**src/rtl/alu_reservation_station_if.sv**
```systemverilog
// Dispatch, CDB snoop and issue signals between the
// ALU reservation station and its neighbours.
interface alu_reservation_station_if;
    logic        dispatch_valid_in;
    logic [3:0]  dispatch_aluFunc_in;
    logic [2:0]  dispatch_rob_idx_in;
    logic [31:0] dispatch_rval1_in;
    logic [31:0] dispatch_rval2_in;
    logic        dispatch_rdy1_in;
    logic        dispatch_rdy2_in;
    logic [2:0]  dispatch_tag1_in;
    logic [2:0]  dispatch_tag2_in;
    logic        full_out;
    logic        cdb_valid_in;
    logic [2:0]  cdb_rob_idx_in;
    logic [31:0] cdb_data_in;
    logic        alu_busy_in;
    logic        issue_valid_out;
    logic [31:0] issue_rval1_out;
    logic [31:0] issue_rval2_out;
    logic [3:0]  issue_aluFunc_out;
    logic [2:0]  issue_rob_idx_out;

    modport slave (
        input  dispatch_valid_in, dispatch_aluFunc_in,
        input  dispatch_rob_idx_in,
        input  dispatch_rval1_in, dispatch_rval2_in,
        input  dispatch_rdy1_in, dispatch_rdy2_in,
        input  dispatch_tag1_in, dispatch_tag2_in,
        input  cdb_valid_in, cdb_rob_idx_in, cdb_data_in,
        input  alu_busy_in,
        output full_out,
        output issue_valid_out,
        output issue_rval1_out, issue_rval2_out,
        output issue_aluFunc_out, issue_rob_idx_out
    );

    modport master (
        output dispatch_valid_in, dispatch_aluFunc_in,
        output dispatch_rob_idx_in,
        output dispatch_rval1_in, dispatch_rval2_in,
        output dispatch_rdy1_in, dispatch_rdy2_in,
        output dispatch_tag1_in, dispatch_tag2_in,
        output cdb_valid_in, cdb_rob_idx_in, cdb_data_in,
        output alu_busy_in,
        input  full_out,
        input  issue_valid_out,
        input  issue_rval1_out, issue_rval2_out,
        input  issue_aluFunc_out, issue_rob_idx_out
    );
endinterface

```
**src/rtl/alu_reservation_station.sv**
```systemverilog
// Collapsing-queue reservation station for the ALU: buffers
// dispatched ops, snoops the CDB, issues the oldest ready one.
module alu_reservation_station #(
    parameter int DEPTH = 4
) (
    input logic clk_in,
    input logic rst_in,
    input logic flush_in,
    alu_reservation_station_if.slave bus
);
    localparam int CW = $clog2(DEPTH + 1);
    localparam int IW = $clog2(DEPTH);

    typedef struct packed {
        logic [3:0]  func;
        logic [2:0]  rob;
        logic        rdy1;
        logic [2:0]  tag1;
        logic [31:0] val1;
        logic        rdy2;
        logic [2:0]  tag2;
        logic [31:0] val2;
    } ent_t;

    ent_t        ent_q [DEPTH];
    ent_t        ent_d [DEPTH];
    ent_t        snp   [DEPTH];
    ent_t        new_e;
    logic [CW-1:0] count_q, count_d, cnt_iss;
    logic [IW-1:0] sel;
    logic        have_sel, do_issue, accept, full;
    logic        iss_valid_q, iss_valid_d;
    logic [3:0]  iss_func_q, iss_func_d;
    logic [2:0]  iss_rob_q, iss_rob_d;
    logic [31:0] iss_v1_q, iss_v1_d;
    logic [31:0] iss_v2_q, iss_v2_d;

    assign full = (count_q == CW'(DEPTH));

    // Oldest ready entry, judged on pre-edge state
    always_comb begin
        sel      = '0;
        have_sel = 1'b0;
        for (int i = 0; i < DEPTH; i++) begin
            if (!have_sel && CW'(i) < count_q &&
                ent_q[i].rdy1 && ent_q[i].rdy2) begin
                sel      = IW'(i);
                have_sel = 1'b1;
            end
        end
        do_issue = have_sel && !bus.alu_busy_in && !flush_in;
        accept   = bus.dispatch_valid_in && !full && !flush_in;
    end

    always_comb begin
        for (int i = 0; i < DEPTH; i++) begin
            snp[i] = ent_q[i];
            if (bus.cdb_valid_in && !snp[i].rdy1 &&
                snp[i].tag1 == bus.cdb_rob_idx_in) begin
                snp[i].rdy1 = 1'b1;
                snp[i].val1 = bus.cdb_data_in;
            end
            if (bus.cdb_valid_in && !snp[i].rdy2 &&
                snp[i].tag2 == bus.cdb_rob_idx_in) begin
                snp[i].rdy2 = 1'b1;
                snp[i].val2 = bus.cdb_data_in;
            end
        end
    end

    always_comb begin
        new_e.func = bus.dispatch_aluFunc_in;
        new_e.rob  = bus.dispatch_rob_idx_in;
        new_e.tag1 = bus.dispatch_tag1_in;
        new_e.tag2 = bus.dispatch_tag2_in;
        new_e.rdy1 = bus.dispatch_rdy1_in;
        new_e.val1 = bus.dispatch_rval1_in;
        new_e.rdy2 = bus.dispatch_rdy2_in;
        new_e.val2 = bus.dispatch_rval2_in;
        // Same-cycle CDB result bypasses into the new entry
        if (!bus.dispatch_rdy1_in && bus.cdb_valid_in &&
            bus.dispatch_tag1_in == bus.cdb_rob_idx_in) begin
            new_e.rdy1 = 1'b1;
            new_e.val1 = bus.cdb_data_in;
        end
        if (!bus.dispatch_rdy2_in && bus.cdb_valid_in &&
            bus.dispatch_tag2_in == bus.cdb_rob_idx_in) begin
            new_e.rdy2 = 1'b1;
            new_e.val2 = bus.cdb_data_in;
        end
    end

    always_comb begin
        for (int i = 0; i < DEPTH; i++) begin
            ent_d[i] = snp[i];
        end
        if (do_issue) begin
            for (int i = 0; i < DEPTH - 1; i++) begin
                if (IW'(i) >= sel) begin
                    ent_d[i] = snp[i + 1];
                end
            end
        end
        cnt_iss = count_q - CW'(do_issue);
        if (accept) begin
            ent_d[cnt_iss[IW-1:0]] = new_e;
        end
        count_d = flush_in ? '0 : cnt_iss + CW'(accept);
    end

    always_comb begin
        iss_valid_d = do_issue;
        iss_func_d  = iss_func_q;
        iss_rob_d   = iss_rob_q;
        iss_v1_d    = iss_v1_q;
        iss_v2_d    = iss_v2_q;
        if (do_issue) begin
            iss_func_d = ent_q[sel].func;
            iss_rob_d  = ent_q[sel].rob;
            iss_v1_d   = ent_q[sel].val1;
            iss_v2_d   = ent_q[sel].val2;
        end
    end

    always_ff @(posedge clk_in) begin
        if (rst_in) begin
            count_q     <= '0;
            iss_valid_q <= 1'b0;
            iss_func_q  <= '0;
            iss_rob_q   <= '0;
            iss_v1_q    <= '0;
            iss_v2_q    <= '0;
        end else begin
            count_q     <= count_d;
            iss_valid_q <= iss_valid_d;
            iss_func_q  <= iss_func_d;
            iss_rob_q   <= iss_rob_d;
            iss_v1_q    <= iss_v1_d;
            iss_v2_q    <= iss_v2_d;
        end
    end

    // Payload needs no reset: validity comes from count_q
    always_ff @(posedge clk_in) begin
        for (int i = 0; i < DEPTH; i++) begin
            ent_q[i] <= ent_d[i];
        end
    end

    assign bus.full_out          = full;
    assign bus.issue_valid_out   = iss_valid_q;
    assign bus.issue_aluFunc_out = iss_func_q;
    assign bus.issue_rob_idx_out = iss_rob_q;
    assign bus.issue_rval1_out   = iss_v1_q;
    assign bus.issue_rval2_out   = iss_v2_q;
endmodule

```
**src/flat_wrapper.sv**
```systemverilog
// flat-port wrapper written by rule: the top's interface ports become plain ports
module alu_reservation_station_flat 
#(
    parameter int DEPTH = 4
)
  (clk_in, rst_in, flush_in, bus_dispatch_valid_in, bus_dispatch_aluFunc_in, bus_dispatch_rob_idx_in, bus_dispatch_rval1_in, bus_dispatch_rval2_in, bus_dispatch_rdy1_in, bus_dispatch_rdy2_in, bus_dispatch_tag1_in, bus_dispatch_tag2_in, bus_cdb_valid_in, bus_cdb_rob_idx_in, bus_cdb_data_in, bus_alu_busy_in, bus_full_out, bus_issue_valid_out, bus_issue_rval1_out, bus_issue_rval2_out, bus_issue_aluFunc_out, bus_issue_rob_idx_out);
  alu_reservation_station_if bus_i ();
  input logic clk_in;
  input logic rst_in;
  input logic flush_in;
  input wire logic [$bits(bus_i.dispatch_valid_in)-1:0] bus_dispatch_valid_in;
  input wire logic [$bits(bus_i.dispatch_aluFunc_in)-1:0] bus_dispatch_aluFunc_in;
  input wire logic [$bits(bus_i.dispatch_rob_idx_in)-1:0] bus_dispatch_rob_idx_in;
  input wire logic [$bits(bus_i.dispatch_rval1_in)-1:0] bus_dispatch_rval1_in;
  input wire logic [$bits(bus_i.dispatch_rval2_in)-1:0] bus_dispatch_rval2_in;
  input wire logic [$bits(bus_i.dispatch_rdy1_in)-1:0] bus_dispatch_rdy1_in;
  input wire logic [$bits(bus_i.dispatch_rdy2_in)-1:0] bus_dispatch_rdy2_in;
  input wire logic [$bits(bus_i.dispatch_tag1_in)-1:0] bus_dispatch_tag1_in;
  input wire logic [$bits(bus_i.dispatch_tag2_in)-1:0] bus_dispatch_tag2_in;
  input wire logic [$bits(bus_i.cdb_valid_in)-1:0] bus_cdb_valid_in;
  input wire logic [$bits(bus_i.cdb_rob_idx_in)-1:0] bus_cdb_rob_idx_in;
  input wire logic [$bits(bus_i.cdb_data_in)-1:0] bus_cdb_data_in;
  input wire logic [$bits(bus_i.alu_busy_in)-1:0] bus_alu_busy_in;
  output wire logic [$bits(bus_i.full_out)-1:0] bus_full_out;
  output wire logic [$bits(bus_i.issue_valid_out)-1:0] bus_issue_valid_out;
  output wire logic [$bits(bus_i.issue_rval1_out)-1:0] bus_issue_rval1_out;
  output wire logic [$bits(bus_i.issue_rval2_out)-1:0] bus_issue_rval2_out;
  output wire logic [$bits(bus_i.issue_aluFunc_out)-1:0] bus_issue_aluFunc_out;
  output wire logic [$bits(bus_i.issue_rob_idx_out)-1:0] bus_issue_rob_idx_out;
  assign bus_i.dispatch_valid_in = bus_dispatch_valid_in;
  assign bus_i.dispatch_aluFunc_in = bus_dispatch_aluFunc_in;
  assign bus_i.dispatch_rob_idx_in = bus_dispatch_rob_idx_in;
  assign bus_i.dispatch_rval1_in = bus_dispatch_rval1_in;
  assign bus_i.dispatch_rval2_in = bus_dispatch_rval2_in;
  assign bus_i.dispatch_rdy1_in = bus_dispatch_rdy1_in;
  assign bus_i.dispatch_rdy2_in = bus_dispatch_rdy2_in;
  assign bus_i.dispatch_tag1_in = bus_dispatch_tag1_in;
  assign bus_i.dispatch_tag2_in = bus_dispatch_tag2_in;
  assign bus_i.cdb_valid_in = bus_cdb_valid_in;
  assign bus_i.cdb_rob_idx_in = bus_cdb_rob_idx_in;
  assign bus_i.cdb_data_in = bus_cdb_data_in;
  assign bus_i.alu_busy_in = bus_alu_busy_in;
  assign bus_full_out = bus_i.full_out;
  assign bus_issue_valid_out = bus_i.issue_valid_out;
  assign bus_issue_rval1_out = bus_i.issue_rval1_out;
  assign bus_issue_rval2_out = bus_i.issue_rval2_out;
  assign bus_issue_aluFunc_out = bus_i.issue_aluFunc_out;
  assign bus_issue_rob_idx_out = bus_i.issue_rob_idx_out;
  alu_reservation_station #(.DEPTH(DEPTH)) u_core (.clk_in(clk_in), .rst_in(rst_in), .flush_in(flush_in), .bus(bus_i));
endmodule
```
**config.mk**
```make
export PLATFORM = sky130hd
export DESIGN_NAME = alu_reservation_station_flat
export DESIGN_NICKNAME = d
export VERILOG_FILES = /design/src/rtl/alu_reservation_station_if.sv /design/src/rtl/alu_reservation_station.sv /design/src/flat_wrapper.sv
export SDC_FILE = /design/constraint.sdc
export NUM_CORES = 1
export LEC_CHECK = 0
export ABC_CLOCK_PERIOD_IN_PS = 6900
export CAP_MARGIN = 20
export CORE_ASPECT_RATIO = 1.5
export CORE_MARGIN = 3
export CORE_UTILIZATION = 50
export DETAILED_ROUTE_END_ITERATION = 6
export MAX_ROUTING_LAYER = met4
export PLACE_DENSITY_LB_ADDON = 0.15
export SETUP_SLACK_MARGIN = 0.5
export SYNTH_ARGS = -nofsm -noshare
export SYNTH_HDL_FRONTEND = slang
export SYNTH_SLANG_ARGS = --single-unit
```
**constraint.sdc**
```tcl
create_clock -name clk_in -period 6.9 [get_ports clk_in]
set_input_delay 0.69 -clock clk_in [delete_from_list [all_inputs] [get_ports clk_in]]
set_output_delay 0.69 -clock clk_in [all_outputs]
set_load 0.05 [all_outputs]
```
# Word-level counts from Yosys, hierarchy flattened

Memories as Yosys holds them, arrays and structs flattened. A register that Yosys moved wholly into a read port is not among the register bits.
Cells that the tools add are included.

RAM bits: 316
Word-level logic and storage cells: 114
Flip-flop bits (word level): 4
Input port bits: 120
Output and inout port bits: 73
Memories: 1

Reduce and logical (&&, ||, !) cells: 53
Bitwise logic cells: 1
Add/subtract/negate cells: 2
Equality and inequality tests: 11
Magnitude comparators: 9
Muxes and demuxes: 35

Memories:

| name         | depth | width | rd ports | clocked after Yosys merged registers in | write ports | line                          | text |
|---|---|---|---|---|---|---|---|
| u_core.ent_q | 4     | 79    | 5        | 1                                       | 4           | alu_reservation_station.sv:25 | `ent_t ent_q [DEPTH];` |

Operators with widths:

| operator           | number |
|---|---|
| $mux 32            | 10 |
| $bwmux 316         | 1 |
| $mux 316           | 1 |
| $mux 79            | 4 |
| $mux 237           | 1 |
| $demux 79 s2       | 1 |
| $logic_and 1x1->1  | 36 |
| $eq 3x3->1         | 10 |
| $logic_not 1->1    | 16 |
| $mux 1             | 15 |
| $lt 1x3->1 const A | 2 |
| $lt 2x3->1 const A | 2 |
| $ge 1x2->1 const A | 2 |
| $mux 2             | 2 |
| $add 3x1->3        | 1 |
| $eq 3x3->1 const B | 1 |
| $ge 3x3->1 const B | 1 |
| $lt 3x1->1 const B | 1 |
| $not 2->3          | 1 |
| $sub 3x1->3        | 1 |
| $ge 2x2->1 const A | 1 |
| $reduce_or 2->1    | 1 |

# Logic depth before layout (Yosys ltp)

Word-level depth: 29
Depth in mapped cells: 15
Mapped depth without buffers: 10

# Worst setup path after synthesis

No wires, ideal clock.

Path kind: input-to-reg
Start point: in flush_in
End point: reg with a tool-made name
Slack: 2778 ps
Stages on the path: 9
Data required time: 6488 ps
Path buffers: 3
Data arrival time: 3709 ps
Setup time: 412 ps
Path through: clkbuf_1 -> nor2_1 -> o21ai_1 -> inv_2 -> clkbuf_1 -> ha_1 -> ha_1 -> clkbuf_1 -> nor4_1

RTL lines:

| what               | line               | text |
|---|---|---|
| start: declaration | flat_wrapper.sv:10 | `input logic flush_in;` |

==> results.sh <==
export IMPL_outcome="finished, final reports clean"
export IMPL_p_sw_mw=2.52
export IMPL_relSlewSlack=0.234
export IMPL_ys_ff_latch=391
export IMPL_hold_viol=0
export IMPL_synth_mux_area_frac=0.202
export IMPL_p_comb_frac=0.274
export IMPL_synth_area_top_cells="dfxtp_1, mux2i_1, a221oi_1"
export IMPL_drt_pass1_iter_count=6
export IMPL_synth_adder_area_share=0.00242
export IMPL_worstSkewPairLatency_ns=0.55
export IMPL_gr_usage_all_layers=0.334
export IMPL_yosysTopAreaCell="dfxtp_1"
export IMPL_numClockSinks=391
export IMPL_critPathCaptureType="flop"
export IMPL_p_leak_nw=9.00
export IMPL_yosysSeqAreaShare=0.385
export IMPL_fill_cells=3557
export IMPL_startpoint_type="flop"
export IMPL_r2r_setup_slack_ns=2.07
export IMPL_grt_pass1_wl_um=112000
export IMPL_nNetsFinal=2444
export IMPL_diodes=0
export IMPL_regArea_mm2=0.00796
export IMPL_wl_um=73900
export IMPL_path_clk_slew_ns=0.06
export IMPL_finalCritPeriodShare=0.700
export IMPL_tns_ns=0
export IMPL_cts_buffers=40
export IMPL_avgViaCountPerCell=6.82
export IMPL_grt_pass1_vias=19600
export IMPL_pwr_share_clk=0.281
export IMPL_drc=0
export IMPL_ys_async_sr_fraction=0
export IMPL_setup_viol=0
export IMPL_start_util=0.510
export IMPL_avgSynthCellArea_um2=8.95
export IMPL_synthFlopType="dfxtp_1"
export IMPL_place_area_mm2=0.0226
export IMPL_cts_tree="built"
export IMPL_hold_buffers=0
export IMPL_hold_class="reg2reg"
export IMPL_cp_required_ns=7.27
export IMPL_drive_above_1_share=0.0877
export IMPL_htreeDepth=2
export IMPL_drv_cap=0
export IMPL_worstMarginPinSlew_ns=1.15
export IMPL_gp_congestion=0.835
export IMPL_p_seq_frac=0.445
export IMPL_synth_compound_area_frac=0.191
export IMPL_p_sw_frac=0.325
export IMPL_multiInputGateArea_mm2=0.0118
export IMPL_synth_area_mm2=0.0207
export IMPL_post_drt_wl_per_cell_um=25.9
export IMPL_first_iter_violations=1957
export IMPL_antenna_found_initial=0
export IMPL_synth_xor_area_frac=0.0140
export IMPL_portBuffers=192
export IMPL_synth_top_family_by_area="multiplexers"
export IMPL_timing_rr_end="u_core.ent_q[2][6]$_DFF_P_"
export IMPL_core_area_mm2=0.0405
export IMPL_crit_fanout=72
export IMPL_rsz0062_at_grt="no"
export IMPL_post_cts_setup_buffers=0
export IMPL_synth_cell_types=52
export IMPL_root_buffer="clkbuf_16"
export IMPL_fin_area_mm2=0.0239
export IMPL_worst_hold_path_num_cells=2
export IMPL_die_area_mm2=0.0438
export IMPL_powerDensity_mw_per_mm2=324
export IMPL_synth_top_area_frac=0.366
export IMPL_yosys_area_share_simple=0.153
export IMPL_peakVddDrop_mv=0.290
export IMPL_syn_num_nets=2431
export IMPL_synth_cells=2307
export IMPL_clockBufferDepth=3
export IMPL_crit_type="reg2reg"
export IMPL_r2r_start="u_core.count_q[2]$_SDFF_PP0_"
export IMPL_rows=90
export IMPL_final_antenna_net_count=0
export IMPL_arrival_ns=5.20
export IMPL_worst_hold_path_endpoint="u_core.ent_q[0][76]$_DFF_P_"
export IMPL_ios=193
export IMPL_grt_max_degree=109
export IMPL_fin_crit_ns=4.83
export IMPL_grt_overflow=0
export IMPL_reg2reg_depth=10
export IMPL_timing_fmax_mhz=207
export IMPL_cts_repair_resized=0
export IMPL_area_delta_synth_final_pct=15.9
export IMPL_dp_final_hpwl_um=40500
export IMPL_die_y_um=255
export IMPL_min_from="u_core.ent_q[0][76]$_DFF_P_"
export IMPL_yosysWarnings=0
export IMPL_synth_edf_count=13
export IMPL_internal_power_mw=5.24
export IMPL_via_count=19500
export IMPL_die_w_um=172
export IMPL_finalClockSkew_ns=0.0140
export IMPL_drv_slew=0
[per-layer routing]
| metal | GRT usage | part of all wire | vias to the layer above |
|---|---|---|---|
| li1 | - | - | 8620 |
| met1 | 0.403 | 0.39 | 9436 |
| met2 | 0.542 | 0.48 | 1133 |
| met3 | 0.0460 | 0.081 | 274 |
| met4 | 0.172 | 0.049 | 0 |
| met5 | - | 0 | - |
[layout make-up]
| cell class | count | share of cell area |
|---|---|---|
| clock buffers | 56 | 0.0481 |
| clock inverters | 15 | 0.00543 |
| inverters | 5 | 0.000836 |
| multi-input cells | 1645 | 0.492 |
| flip-flops and latches | 391 | 0.332 |
| well taps | 506 | 0.0264 |
| repair buffers | 237 | 0.0954 |
[synth_stat cells, drive strengths merged (2+ instances only)]
cell    number
mux2i      413
dfxtp      378
clkbuf     191
nand2      185
nor2       156
and3       129
a221oi     127
o21ai       91
buf         75
o211ai      72
a31oi       70
a31o        64
nor3        63
nand3       62
a211oi      57
xor2        25
nand2b      24
a21oi       16
nand4       16
a22oi       14
o22ai       14
edfxtp      13
nor4        10
xnor2        8
inv          5
ha           4
nor2b        4
mux2         3
o311ai       3
nor3b        2
o32a         2
or3          2
[worst max-delay path by stage]
stage                                  endpoint  cells after the start                         start  slack [ns]
CTS                 u_core.ent_q[2][45]$_DFF_P_                     10  u_core.count_q[2]$_SDFF_PP0_        2.13
finish               u_core.ent_q[2][6]$_DFF_P_                     10  u_core.count_q[2]$_SDFF_PP0_        2.07
detailed placement  u_core.ent_q[2][45]$_DFF_P_                     10                      flush_in        1.90
global placement    u_core.ent_q[2][44]$_DFF_P_                     10                      flush_in        1.98
floorplan                                  flop                      9                      flush_in        2.78
global route        u_core.ent_q[2][42]$_DFF_P_                     10  u_core.count_q[2]$_SDFF_PP0_        1.87
[placed cells by master (no fill, tap or decap), types with 3 or more instances in the layout]
cell,count
nor2_1,153
a21oi_1,15
clkinvlp_4,3
and3_1,127
nor4_2,6
nand2_1,183
nor3_1,62
mux2i_1,413
clkbuf_16,41
a22oi_1,14
nand4_1,16
a31o_2,64
o211ai_1,72
dfxtp_1,378
inv_1,4
nor4_4,4
clkbuf_8,7
clkbuf_1,8
a221oi_1,127
buf_4,44
mux2_2,3
o21ai_0,78
edfxtp_1,13
o21ai_1,10
nor2b_1,4
xor2_1,25
a211oi_1,57
nand3_1,60
clkinv_2,9
nand2b_1,24
xnor2_1,8
clkdlybuf4s50_1,191
a31oi_1,70
ha_1,4
o22ai_1,14
[kinds of logic after synthesis]
kind of cell	Yosys count
simple gates	656
compound gates	536
mux	416
flops	391
buf+inv	271
xor+xnor	33
fa+ha+maj	4
[critical path, stage by stage, from the launching register on]
cell      delay [ns]
dfxtp_1         0.61
nand3_1         0.66
nand3_1         0.43
o21ai_4         0.08
clkinv_2        0.08
buf_4           0.74
ha_1            0.42
nor4b_2         0.20
nor2_4          0.88
buf_4           0.40
a221oi_1        0.13
[power groups by stage]
stage / registers [mW] / logic, mW / clock network [mW]
floorplan: 3.37 / 1.57 / 0
global placement: 3.44 / 1.99 / 0
detailed placement: 3.47 / 2.06 / 0
CTS: 3.43 / 2.08 / 2.21
global route: 3.52 / 2.32 / 2.29
finish: 3.45 / 2.12 / 2.18
[through the flow]
step,cells,power [mW],hold WS (ns),setup WS (ns),utilization
after floorplan,2307,4.94,0.451,2.78,-
after global placement,2782,5.42,0.461,1.98,0.558
after detailed placement,2782,5.53,0.464,1.90,0.558
after CTS,2853,7.71,0.476,2.13,0.590
after global routing,2855,8.12,0.500,1.87,0.591
final,2855,7.76,0.477,2.07,0.591
[state kept, by name, summed over array words and instances (netlist names), named ones only]
register and cells:
u_core.bus.issue_aluFunc_out 4, u_core.ent_q 303, u_core.bus.issue_rob_idx_out 3, u_core.bus.issue_valid_out 1, u_core.bus.issue_rval1_out 32, u_core.count_q 3
u_core.bus.issue_rval2_out 32
No activity file was read; power rests on OpenSTA's default activity.
